--- config.mk ---
export PLATFORM = sky130hd
export DESIGN_NAME = hamming_encode_tx
export DESIGN_NICKNAME = d
export VERILOG_FILES = /design/src/rtl/hamming_pkg.sv /design/src/rtl/ecc_fifo.sv /design/src/rtl/hamming_encode_tx.sv
export SDC_FILE = /design/constraint.sdc
export NUM_CORES = 1
export LEC_CHECK = 0
export ABC_CLOCK_PERIOD_IN_PS = 2700
export BUFFER_PORTS_ARGS = -buffer_cell sky130_fd_sc_hd__buf_4
export CAP_MARGIN = 0
export CORE_MARGIN = 1.5
export CORE_UTILIZATION = 50
export DETAILED_ROUTE_END_ITERATION = 10
export GPL_TIMING_DRIVEN = 0
export PLACE_DENSITY = 0.73
export SYNTH_ARGS = -nofsm -noshare
export SYNTH_HDL_FRONTEND = slang
export SYNTH_SLANG_ARGS = --single-unit
--- constraint.sdc ---
create_clock -name clk -period 2.7 [get_ports clk]
set_input_delay 0.81 -clock clk [delete_from_list [all_inputs] [get_ports clk]]
set_output_delay 0.81 -clock clk [all_outputs]
set_load 0.01 [all_outputs]
--- src/rtl/hamming_pkg.sv ---
// Shared Hamming(21,16) SEC layout: widths, parity positions and the encoder.
// The decoder on the receive side imports this same package so both ends agree.
package hamming_pkg;

    localparam int DATA_W = 16;
    localparam int PAR_W  = 5;
    localparam int ENC_W  = DATA_W + PAR_W;

    // Codeword bit indices (c[i] = position i+1) that hold parity bits.
    localparam int PAR_IDX [PAR_W] = '{0, 1, 3, 7, 15};

    typedef logic [ENC_W-1:0] codeword_t;

    // Place the payload around the parity slots, then fill each slot with
    // even parity over the positions it covers.
    function automatic codeword_t hamming_encode(input logic [DATA_W-1:0] data);
        codeword_t c;
        c         = '0;
        c[2]      = data[0];
        c[6:4]    = data[3:1];
        c[14:8]   = data[10:4];
        c[20:16]  = data[15:11];
        c[PAR_IDX[0]] = c[2] ^ c[4] ^ c[6] ^ c[8] ^ c[10] ^ c[12] ^ c[14]
                      ^ c[16] ^ c[18] ^ c[20];
        c[PAR_IDX[1]] = c[2] ^ c[5] ^ c[6] ^ c[9] ^ c[10] ^ c[13] ^ c[14]
                      ^ c[17] ^ c[18];
        c[PAR_IDX[2]] = c[4] ^ c[5] ^ c[6] ^ c[11] ^ c[12] ^ c[13] ^ c[14]
                      ^ c[19] ^ c[20];
        c[PAR_IDX[3]] = ^c[14:8];
        c[PAR_IDX[4]] = ^c[20:16];
        return c;
    endfunction

endpackage

--- src/rtl/ecc_fifo.sv ---
// Small synchronous FIFO for codewords. Storage is flops, so the head seen on
// dout_o is register-driven and holds still until a pop moves the read pointer.
module ecc_fifo #(
    parameter int WIDTH = 21,
    parameter int DEPTH = 2
) (
    input  logic             clk,
    input  logic             rstb,
    input  logic             push_i,
    input  logic [WIDTH-1:0] din_i,
    input  logic             pop_i,
    output logic [WIDTH-1:0] dout_o,
    output logic             full_o,
    output logic             empty_o
);

    localparam int PTR_W = (DEPTH > 1) ? $clog2(DEPTH) : 1;
    localparam int CW    = $clog2(DEPTH + 1);

    logic [WIDTH-1:0] mem_q [DEPTH];
    logic [PTR_W-1:0] wr_ptr_q, wr_ptr_d;
    logic [PTR_W-1:0] rd_ptr_q, rd_ptr_d;
    logic [CW-1:0]    count_q, count_d;
    logic             push_ok, pop_ok;

    assign full_o  = (count_q == CW'(DEPTH));
    assign empty_o = (count_q == '0);
    assign push_ok = push_i && !full_o;
    assign pop_ok  = pop_i && !empty_o;
    assign dout_o  = mem_q[rd_ptr_q];

    // Pointer and occupancy update; pointers wrap naturally since DEPTH is a power of two.
    always_comb begin
        wr_ptr_d = wr_ptr_q;
        rd_ptr_d = rd_ptr_q;
        count_d  = count_q;
        if (push_ok) wr_ptr_d = wr_ptr_q + PTR_W'(1);
        if (pop_ok)  rd_ptr_d = rd_ptr_q + PTR_W'(1);
        case ({push_ok, pop_ok})
            2'b10:   count_d = count_q + CW'(1);
            2'b01:   count_d = count_q - CW'(1);
            default: count_d = count_q;
        endcase
    end

    // Pointer/count registers, cleared asynchronously so in-flight words are dropped.
    always_ff @(posedge clk or negedge rstb) begin
        if (!rstb) begin
            wr_ptr_q <= '0;
            rd_ptr_q <= '0;
            count_q  <= '0;
        end else begin
            wr_ptr_q <= wr_ptr_d;
            rd_ptr_q <= rd_ptr_d;
            count_q  <= count_d;
        end
    end

    // Entry storage; cleared on reset so the idle head reads as zero.
    always_ff @(posedge clk or negedge rstb) begin
        if (!rstb) begin
            for (int i = 0; i < DEPTH; i++) mem_q[i] <= '0;
        end else if (push_ok) begin
            mem_q[wr_ptr_q] <= din_i;
        end
    end

endmodule

--- src/rtl/hamming_encode_tx.sv ---
// Transmit-side Hamming(21,16) encoder: valid/ready input, codeword FIFO on the
// output, one-shot single-bit error injection and an accepted-word counter.
module hamming_encode_tx
    import hamming_pkg::*;
#(
    parameter int DEPTH = 2,
    parameter int CNT_W = 16
) (
    input  logic              clk,
    input  logic              rstb,
    input  logic [DATA_W-1:0] data_in,
    input  logic              valid_in,
    output logic              ready_in,
    output logic [ENC_W-1:0]  encoded_data,
    output logic              valid_out,
    input  logic              ready_out,
    input  logic              inj_arm,
    input  logic [4:0]        inj_pos,
    output logic              inj_pending,
    output logic [CNT_W-1:0]  word_count
);

    logic             full, empty;
    logic             accept, pop;
    codeword_t        flip_mask, codeword;
    logic             inj_pending_q, inj_pending_d;
    logic [4:0]       inj_pos_q, inj_pos_d;
    logic [CNT_W-1:0] word_count_q, word_count_d;

    assign ready_in    = !full;
    assign valid_out   = !empty;
    assign accept      = valid_in && ready_in;
    assign pop         = valid_out && ready_out;
    assign inj_pending = inj_pending_q;
    assign word_count  = word_count_q;

    // Build the codeword to store, flipping the armed bit when injection is pending.
    always_comb begin
        flip_mask = '0;
        if (inj_pending_q && (inj_pos_q < 5'(ENC_W))) flip_mask[inj_pos_q] = 1'b1;
        codeword = hamming_encode(data_in) ^ flip_mask;
    end

    // Injection arming and counter next state; a new arm always wins over consumption.
    always_comb begin
        inj_pending_d = inj_pending_q;
        inj_pos_d     = inj_pos_q;
        word_count_d  = word_count_q;
        if (inj_arm) begin
            inj_pending_d = 1'b1;
            inj_pos_d     = inj_pos;
        end else if (accept) begin
            inj_pending_d = 1'b0;
        end
        if (accept) word_count_d = word_count_q + CNT_W'(1);
    end

    // Injection and counter registers.
    always_ff @(posedge clk or negedge rstb) begin
        if (!rstb) begin
            inj_pending_q <= 1'b0;
            inj_pos_q     <= '0;
            word_count_q  <= '0;
        end else begin
            inj_pending_q <= inj_pending_d;
            inj_pos_q     <= inj_pos_d;
            word_count_q  <= word_count_d;
        end
    end

    ecc_fifo #(
        .WIDTH (ENC_W),
        .DEPTH (DEPTH)
    ) u_fifo (
        .clk     (clk),
        .rstb    (rstb),
        .push_i  (accept),
        .din_i   (codeword),
        .pop_i   (pop),
        .dout_o  (encoded_data),
        .full_o  (full),
        .empty_o (empty)
    );

endmodule

======== Yosys cells after proc, flatten, opt, wreduce, memory -nomap -nowiden ========
Index checks and enable logic that the tools add are counted.
storage, ports and cells
  register bits ........................... 68
  output and inout port bits .............. 40
  word-level logic and storage cells ...... 76
operators by class
  $add $sub $neg .......................... 5
  order comparisons ....................... 6
  equal/unequal tests ..................... 3
  multiplexer cells ....................... 12
  bitwise logic cells ..................... 28
  reductions and logical operators ........ 14
operator list
  cell                                                                   count
  21-bit two-way mux                                                     5
  42-bit bitwise mux                                                     1
  1-bit XOR                                                              25
  21-bit demux with 1-bit select                                         1
  21-bit XOR                                                             1
  16-bit by 1-bit adder with 16-bit output, second input constant        1
  1-bit logical AND                                                      7
  7-bit XOR reduction                                                    1
  5-bit by 6-bit < comparator with 1-bit output, second input constant   1
  1-bit demux with 5-bit select                                          1
  5-bit by 1-bit >= comparator with 1-bit output, second input constant  1
  5-bit < comparator, second input constant                              1
  5-bit XOR reduction                                                    1
  2-bit == test, second input constant                                   2
  2-bit >= comparator, second input constant                             2
  1-bit NOT with 2-bit output                                            2
  2-bit case mux with 2 select lines                                     1
  2-bit nonzero test                                                     2
  1-bit two-way mux                                                      3
  1-bit adder, second input constant                                     2
  2-bit by 1-bit adder with 2-bit output, second input constant          1
  2-bit by 1-bit == test with 1-bit output, second input constant        1
  1-bit logical NOT                                                      2
  2-bit logical NOT                                                      1
  other kinds (2)                                                        2

======== Logic depth before layout (Yosys ltp) ========
Gate-level depths: netlist of the first run.
  depth after elaboration ................. 11
  mapped depth ............................ 7

======== Hierarchy ========
A second synthesis of the first run with hierarchy kept.
second synthesis, totals
  cells, all modules ...................... 291
  area, all modules ....................... 3,617.2 um^2
modules (own cells, without submodules)
  module             times used  cells an instance  area an instance (um^2)
  ecc_fifo           1           129                2,033.2
  hamming_encode_tx  1           162                1,584.0

======== Worst setup path after synthesis of the first run ========
Ideal clock, no wire load.
  path kind ............................... input to register
  start point ............................. in data_in[13]
  end point ............................... reg u_fifo.mem_q[0] (netlist name)
  library setup time ...................... 0.125 ns
  arrival ................................. 2.051 ns
  required time ........................... 2.575 ns
  slack ................................... 0.524 ns
  stages .................................. 4
  cell sequence ........................... xnor3_1 > xnor2_2 > xnor3_1 > mux2_2
on the way
  longest elaborated chain between the ends .. 4
RTL lines
  item                             RTL line                 text
  from (decl)                      hamming_encode_tx.sv:11  input logic [DATA_W-1:0] data_in,
  1-bit XOR (2 in a row)           hamming_pkg.sv:24        ^ c[16] ^ c[18] ^ c[20];
  21-bit XOR                       hamming_encode_tx.sv:41  codeword = hamming_encode(data_in) ^ flip_mask;
  42-bit bitwise mux               ecc_fifo.sv:64           mem_q[wr_ptr_q] <= din_i;
  to (signal, indexed assignment)  ecc_fifo.sv:64
  to (decl)                        ecc_fifo.sv:20           logic [WIDTH-1:0] mem_q [DEPTH];
No other way between the ends.
A chain may end at the register's enable or synchronous reset.

======== Final worst setup path of the first run ========
  start point ............................. reg u_fifo.rd_ptr_q
  end point ............................... out encoded_data[8]
on the way
  longest elaborated chain between the ends .. 4
RTL lines
  item                                                   RTL line                 text
  from (decl)                                            ecc_fifo.sv:22           logic [PTR_W-1:0] rd_ptr_q, rd_ptr_d;
  from (signal assigned)                                 ecc_fifo.sv:54           rd_ptr_q <= rd_ptr_d;
  1-bit NOT with 2-bit output (implied by the code)      ecc_fifo.sv:30           assign dout_o = mem_q[rd_ptr_q];
  21-bit two-way mux (implied by the code) (3 in a row)  ecc_fifo.sv:30
  to (decl)                                              hamming_encode_tx.sv:14  output logic [ENC_W-1:0] encoded_data,
No other way between the ends. The select of a mux whose other input is x is not followed.

==> results of run 1 <==
-- flip-flops by register name (all words and copies together) (netlist names) --
register	count
u_fifo.count_q	2
word_count	16
u_fifo.rd_ptr_q	1
u_fifo.mem_q	42
inj_pos_q	5
inj_pending	1
u_fifo.wr_ptr_q	1
-- path summary, 6_finish.rpt --
kind,to,from,cells after the start,slack [ns]
setup / recovery,encoded_data[8],u_fifo.rd_ptr_q,3,0.17
hold / removal,word_count[15],word_count[15],1,0.48
setup reg to reg,u_fifo.mem_q[21],inj_pos_q[2],5,0.47
hold reg to reg,word_count[15],word_count[15],1,0.48
max in group asynchronous,u_fifo.rd_ptr_q,rstb,1,1.56
min in group asynchronous,u_fifo.mem_q[23],rstb,1,0.55
-- repair_timing --
action	CTS	global route
setup endpoints to repair	9	9
gates resized for setup	1	1
hold buffers	0	0
gates cloned	0	0
-- stage by stage --
| stage | std cells | area (um2) | utilization, % | TNS (ns) | power, mW |
|---|---|---|---|---|---|
| floorplan | 299 | 3587 | - | 0 | 2.939 |
| global placement | 459 | 4188 | 60.97 | -0.03987 | 3.665 |
| detailed placement | 459 | 4188 | 60.97 | 0 | 3.720 |
| CTS | 474 | 4407 | 64.15 | 0 | 4.667 |
| global route | 474 | 4408 | 64.17 | 0 | 4.918 |
| finish | 474 | 4408 | 64.17 | 0 | 4.614 |
-- final cells by class --
cell class	instances	area, um2	share of cell area [%]
Tap cell	96	120.1	2.725
Sequential cell	68	1703	38.63
Multi-Input combinational cell	207	1787	40.53
Clock inverter	7	97.59	2.214
Inverter	12	45.04	1.022
Timing Repair Buffer	64	480.5	10.90
Clock buffer	9	123.9	2.810
Buffer	11	51.30	1.164
-- layer usage --
layer,GRT usage [%],vias to the layer above,wire (um)
li1,-,1162,-
met1,26.08,1161,3273
met2,30.95,52,3268
met3,5.844,8,369
met4,6.494,0,85
met5,0,-,0
-- where the power goes --
| group | switching (mW) | leakage, nW | internal [mW] |
|---|---|---|---|
| clock | 0.412 | 0.106 | 0.524 |
| combinational | 0.843 | 1.12 | 1.15 |
| sequential | 0.255 | 0.796 | 1.43 |
| total | 1.51 | 2.03 | 3.10 |
-- cell families (layout without fill, tap and decap cells) --
| logic type | count (synthesis) | in the layout | share of synthesized area (%) |
|---|---|---|---|
| fa+ha+maj | 2 | 2 | 0.6975 |
| buf+inv | 24 | 103 | 2.756 |
| compound gates | 12 | 12 | 1.744 |
| simple gates | 76 | 76 | 10.88 |
| flops | 68 | 68 | 47.44 |
| xor+xnor | 59 | 59 | 18.45 |
| mux | 58 | 58 | 18.03 |
-- cells in the final DEF (no fill, tap or decap), types with 2 or more instances in the layout --
| cell type | count |
|---|---|
| buf_2 | 5 |
| clkbuf_8 | 9 |
| mux2i_1 | 5 |
| nand2b_1 | 4 |
| nor2_1 | 14 |
| bufinv_16 | 2 |
| nand4_1 | 2 |
| nor3_1 | 9 |
| buf_4 | 65 |
| and2_1 | 4 |
| xnor3_1 | 10 |
| clkinvlp_4 | 2 |
| o21ai_0 | 6 |
| xnor2_1 | 27 |
| a21oi_1 | 5 |
| dfrtp_1 | 67 |
| inv_6 | 2 |
| nand2_1 | 21 |
| nor4bb_1 | 2 |
| or2_2 | 2 |
| ha_1 | 2 |
| nor2b_1 | 2 |
| nor4_1 | 4 |
| clkbuf_1 | 4 |
| or3_1 | 2 |
| nand3_1 | 4 |
| nor4b_1 | 2 |
| xor2_1 | 21 |
| inv_1 | 12 |
| mux2_2 | 53 |
==> metrics.cfg, run 1 <==
[run_status]
run_status = completed

[sta]
max_clock_freq_mhz = 395.6
hold_viol = 0
final_report_setup_violation_count = 0
fin_skew_ns = 0.008355
grt_setup_unrepaired = false
timing.hold.ws_ns = 0.4752
final_critical_path_setup_slack_ns = 0.1721
worst_slew_pin_slew_ns = 0.8419
period_share_pct = 93.63
maxSlewViolCount = 0
max_slew_headroom_pct = 43.87
final.min_clock_period_ns = 2.528

[yosys]
synth-main-ff-cell = dfrtp_1
synth_commonest_cells = dfrtp_1 (68), mux2_2 (53), xnor2_1 (27), nand2_1 (21), xor2_1 (21)
yosysUniqueCellTypes = 33
top_cells_by_area_in_the_synthesized_netlist = dfrtp_1 (47%), mux2_2 (17%), xnor2_1 (6.6%)
yosysTopAreaCell = dfrtp_1
synth_enable_flop_cells = 0
synth.yosys.seq_area_share_pct = 47.44
synth_warnings = 0
yosys_register_bits = 68
synth_largest_type_area_fraction_pct = 47.44
synth_nets = 327
postSynthAreaPerCell_um2 = 12.00
synthesis.area_mm2 = 0.003587
synth_async_sr_flop_share_pct = 100.0
synthMostInstantiatedCell = dfrtp_1
post_synthesis_cells = 299

[drt]
dr.pass1.iters = 4
antenna_violating_nets_post_route = 0
initial_drc_count = 140
vias = 2383
detail_route.wirelength_um = 6997
drc_errors = 0
wl_per_cell_um = 14.76
drt-vias-per-instance = 5.027

[global_route]
number_of_global_route_vias_before_repair = 2330
overall_global_routing_usage_pct = 19.64
grt_total_ovfl = 0
antenna_found_initial = 0
grt_pass1_wl_um = 11270
grt_max_degree = 69

[flow_run]
max-cap-violations = 0

[layout]
layout-drive-gt1-share_pct = 37.83
net_total_in_the_final_layout = 401
nFillCells = 583
areaGrowthSynthToFinish_pct = 22.88
antenna_cells = 0

[setup_path]
timing.critical_path.slowest_stage_cell = dfrtp_2
critPathRequiredTime_ns = 1.89
cpPeakStageDelay_ns = 0.53
start_kind = flop
timing.critical_path.fanout_max = 10
cp.buffers_inverters = 2
critPathTopFamily = flip-flops
worstSetupPathType = reg -> out
crit_path_cell_trace = buf_2 -> mux2_2 -> buf_4
worstSetupEndpointType = output pin
timing.critical_path.arrival_ns = 1.72

[power_and_ir_drop]
p_leak_nw = 2.026
power_density_mw_per_mm2 = 1047
max-vdd-ir-drop_mv = 0.6065

[cts]
cts-buffers-inserted = 9
clock-sinks = 68
cts.path.max_buffers = 2
cts_tree = built
clock_tree.htree_level_count = 3
clkSlewWorstSetupHoldPaths_ns = 0.08
post_cts_buffers = 0
clock_latency_ns = 0.34
cts_root_buf = clkbuf_8

[floorplanning]
boundaryPins = 66
die_h_um = 87.70
fp.dieArea_mm2 = 0.007691
floorplan.die.width_um = 87.70
std_cell_rows = 30
placeableCoreArea_mm2 = 0.006869
initial_core_util_pct = 52.22

[placement]
worst_slack_at_placement_ns = 0.01159
detailedPlacementHpwl_um = 5107
routabilityCongestion = 0.7832
port_buffers = 64

[worst_hold_path]
holdCritPathClass = reg -> reg

(Power assumes the default switching activity.)
==> run 2: changes to the inputs <==
==> constraint.sdc (replaced) <==
create_clock -name clk -period 2.7 [get_ports clk]
set_input_delay 0.405 -clock clk [delete_from_list [all_inputs] [get_ports clk]]
set_output_delay 0.405 -clock clk [all_outputs]
set_load 0.01 [all_outputs]
==> run 2 against run 1 <==
Against the previous run:
- sequential share of layout area fell by 0.050 points
- register-to-register slack barely moved
- critical path depth rose by 1
- cell count rose by 0.21%
- critical path type unchanged
==> metrics.cfg, run 2 (synthesis gave the netlist of run 1 again) <==
[run_status]
run_status = completed

[drt]
dr.pass1.iters = 4
drt-vias-per-instance = 5.032
antenna_violating_nets_post_route = 0
vias = 2390
drc_errors = 0
detail_route.wirelength_um = 6992
wl_per_cell_um = 14.72
initial_drc_count = 134

[cts]
cts.path.max_buffers = 2
cts_tree = built
clock-sinks = 68
cts_hold_buffers = 0
clock_latency_ns = 0.34
cts_root_buf = clkbuf_8
clkSlewWorstSetupHoldPaths_ns = 0.08
cts-buffers-inserted = 9
clock_tree.htree_level_count = 3

[layout]
antenna_cells = 0
layout_commonest_cell = dfrtp_1
largest_register_ff_count = 42
reg_with_most_ffs = u_fifo.mem_q
layout.cells.most_common_list = dfrtp_1 (68), buf_4 (65), mux2_2 (53)
final_util_pct = 64.21
layout-drive-gt1-share_pct = 37.47
areaGrowthSynthToFinish_pct = 22.95
net_total_in_the_final_layout = 402

[sta]
hold_viol = 0
maxSlewViolCount = 0
max_slew_headroom_pct = 43.92
worst_slew_pin_slew_ns = 0.8412
final_report_setup_violation_count = 0
fin_setup_tns_ns = 0
fin_skew_ns = 0.008341
max_clock_freq_mhz = 403.7
grt_setup_unrepaired = false
period_share_pct = 91.74
final.min_clock_period_ns = 2.477

[power_and_ir_drop]
power_density_mw_per_mm2 = 1047
p_leak_nw = 2.028
max-vdd-ir-drop_mv = 0.6061

[global_route]
grt_total_ovfl = 0
use_met3_pct = 5.844
grt-busiest-layer = met2
overall_global_routing_usage_pct = 19.64
globalRouteMet1Util_pct = 26.08
number_of_global_route_vias_before_repair = 2331
grt_pass1_wl_um = 11270
met2_usage_pct = 30.95
grt_max_degree = 69
antenna_found_initial = 0

[setup_path]
worstSetupEndpointType = output pin
timing.reg2reg.worst_path_depth = 5
cp.buffers_inverters = 3
reg2reg_slack_ns = 0.48
crit_path_cell_trace = clkbuf_1 -> clkbuf_2 -> mux2_2 -> buf_4
timing.critical_path.slowest_stage_cell = clkbuf_1
critPathTopFamily = buffers and inverters
rr_endpoint = u_fifo.mem_q[21]
timing.critical_path.fanout_max = 10
start_kind = flop
timing.critical_path.arrival_ns = 2.07
worstSetupPathType = reg -> out
reg2reg_from = inj_pos_q[2]
critPathRequiredTime_ns = 2.30
cpPeakStageDelay_ns = 0.48

[floorplanning]
initial_core_util_pct = 52.22
std_cell_rows = 30
boundaryPins = 66
die_h_um = 87.70
placeableCoreArea_mm2 = 0.006869
fp.dieArea_mm2 = 0.007691
floorplan.die.width_um = 87.70

[placement]
routabilityCongestion = 0.7832
detailedPlacementHpwl_um = 5107
port_buffers = 64

[flow_run]
max-cap-violations = 0

[worst_hold_path]
holdCritPathClass = in -> async

## run 2: worst max path at each step
stage,start,to,cells after the start
5_1_grt,u_fifo.rd_ptr_q,encoded_data[8],4
3_3_place_gp,u_fifo.rd_ptr_q,encoded_data[9],4
2_1_floorplan,u_fifo.rd_ptr_q,encoded_data[10],3
3_5_place_dp,u_fifo.rd_ptr_q,encoded_data[8],4
4_1_cts,u_fifo.rd_ptr_q,encoded_data[8],4
6_report,u_fifo.rd_ptr_q,encoded_data[8],4
## run 2: final cells by class
class                      instances  area, um2
clock buffer                       9      123.9
multi-input combinational        207       1787
sequential                        68       1702
fill                             582       2459
inverter                          12      45.04
buffer                            12      55.05
timing repair buffer              64      480.5
clock inverter                     7      97.59
tap                               96      120.1
## run 2: per-layer routing
metal  share of wire [%]  routed length, um  vias up
li1                    -                  -     1167
met1                  47               3259     1153
met2                  47               3257       61
met3                 5.5                386        9
met4                 1.3                 89        0
met5                   0                  0        -
## run 2: power by group
part           total [mW]  switching [mW]  leakage [nW]  internal [mW]
clock               0.935           0.411         0.106          0.524
sequential           1.65           0.223         0.797           1.43
combinational        2.03           0.877          1.13           1.15
total                4.62            1.51          2.03           3.11
## run 2: timing repair
item / CTS / global route
gates resized for setup: 0 / 1
setup endpoints to repair: 0 / 9
setup buffers: 0 / 0
## run 2: metrics by stage
step                      area [um2]  power (mW)  setup slack (ns)  instances  hold slack (ns)
after floorplan                 3587       2.939            0.9289        299           0.1094
after global placement          4188       3.665            0.3963        459           0.4583
after detailed placement        4188       3.720            0.4166        459           0.4634
after CTS                       4409       4.670           0.02630        475           0.1844
after global routing            4410       4.922            0.1317        475           0.2152
final                           4410       4.617            0.2229        475           0.1412
## run 2: worst register-to-register path, delay by kind of cell (launching register included)
| kind | cells | cell delay, ns |
|---|---|---|
| muxes | 1 | 0.27 |
| DFF | 1 | 0.36 |
| xor gates and xnor gates | 1 | 0.40 |
| and+or+nand+nor | 2 | 0.88 |
| buffers and inverters | 1 | 0.19 |
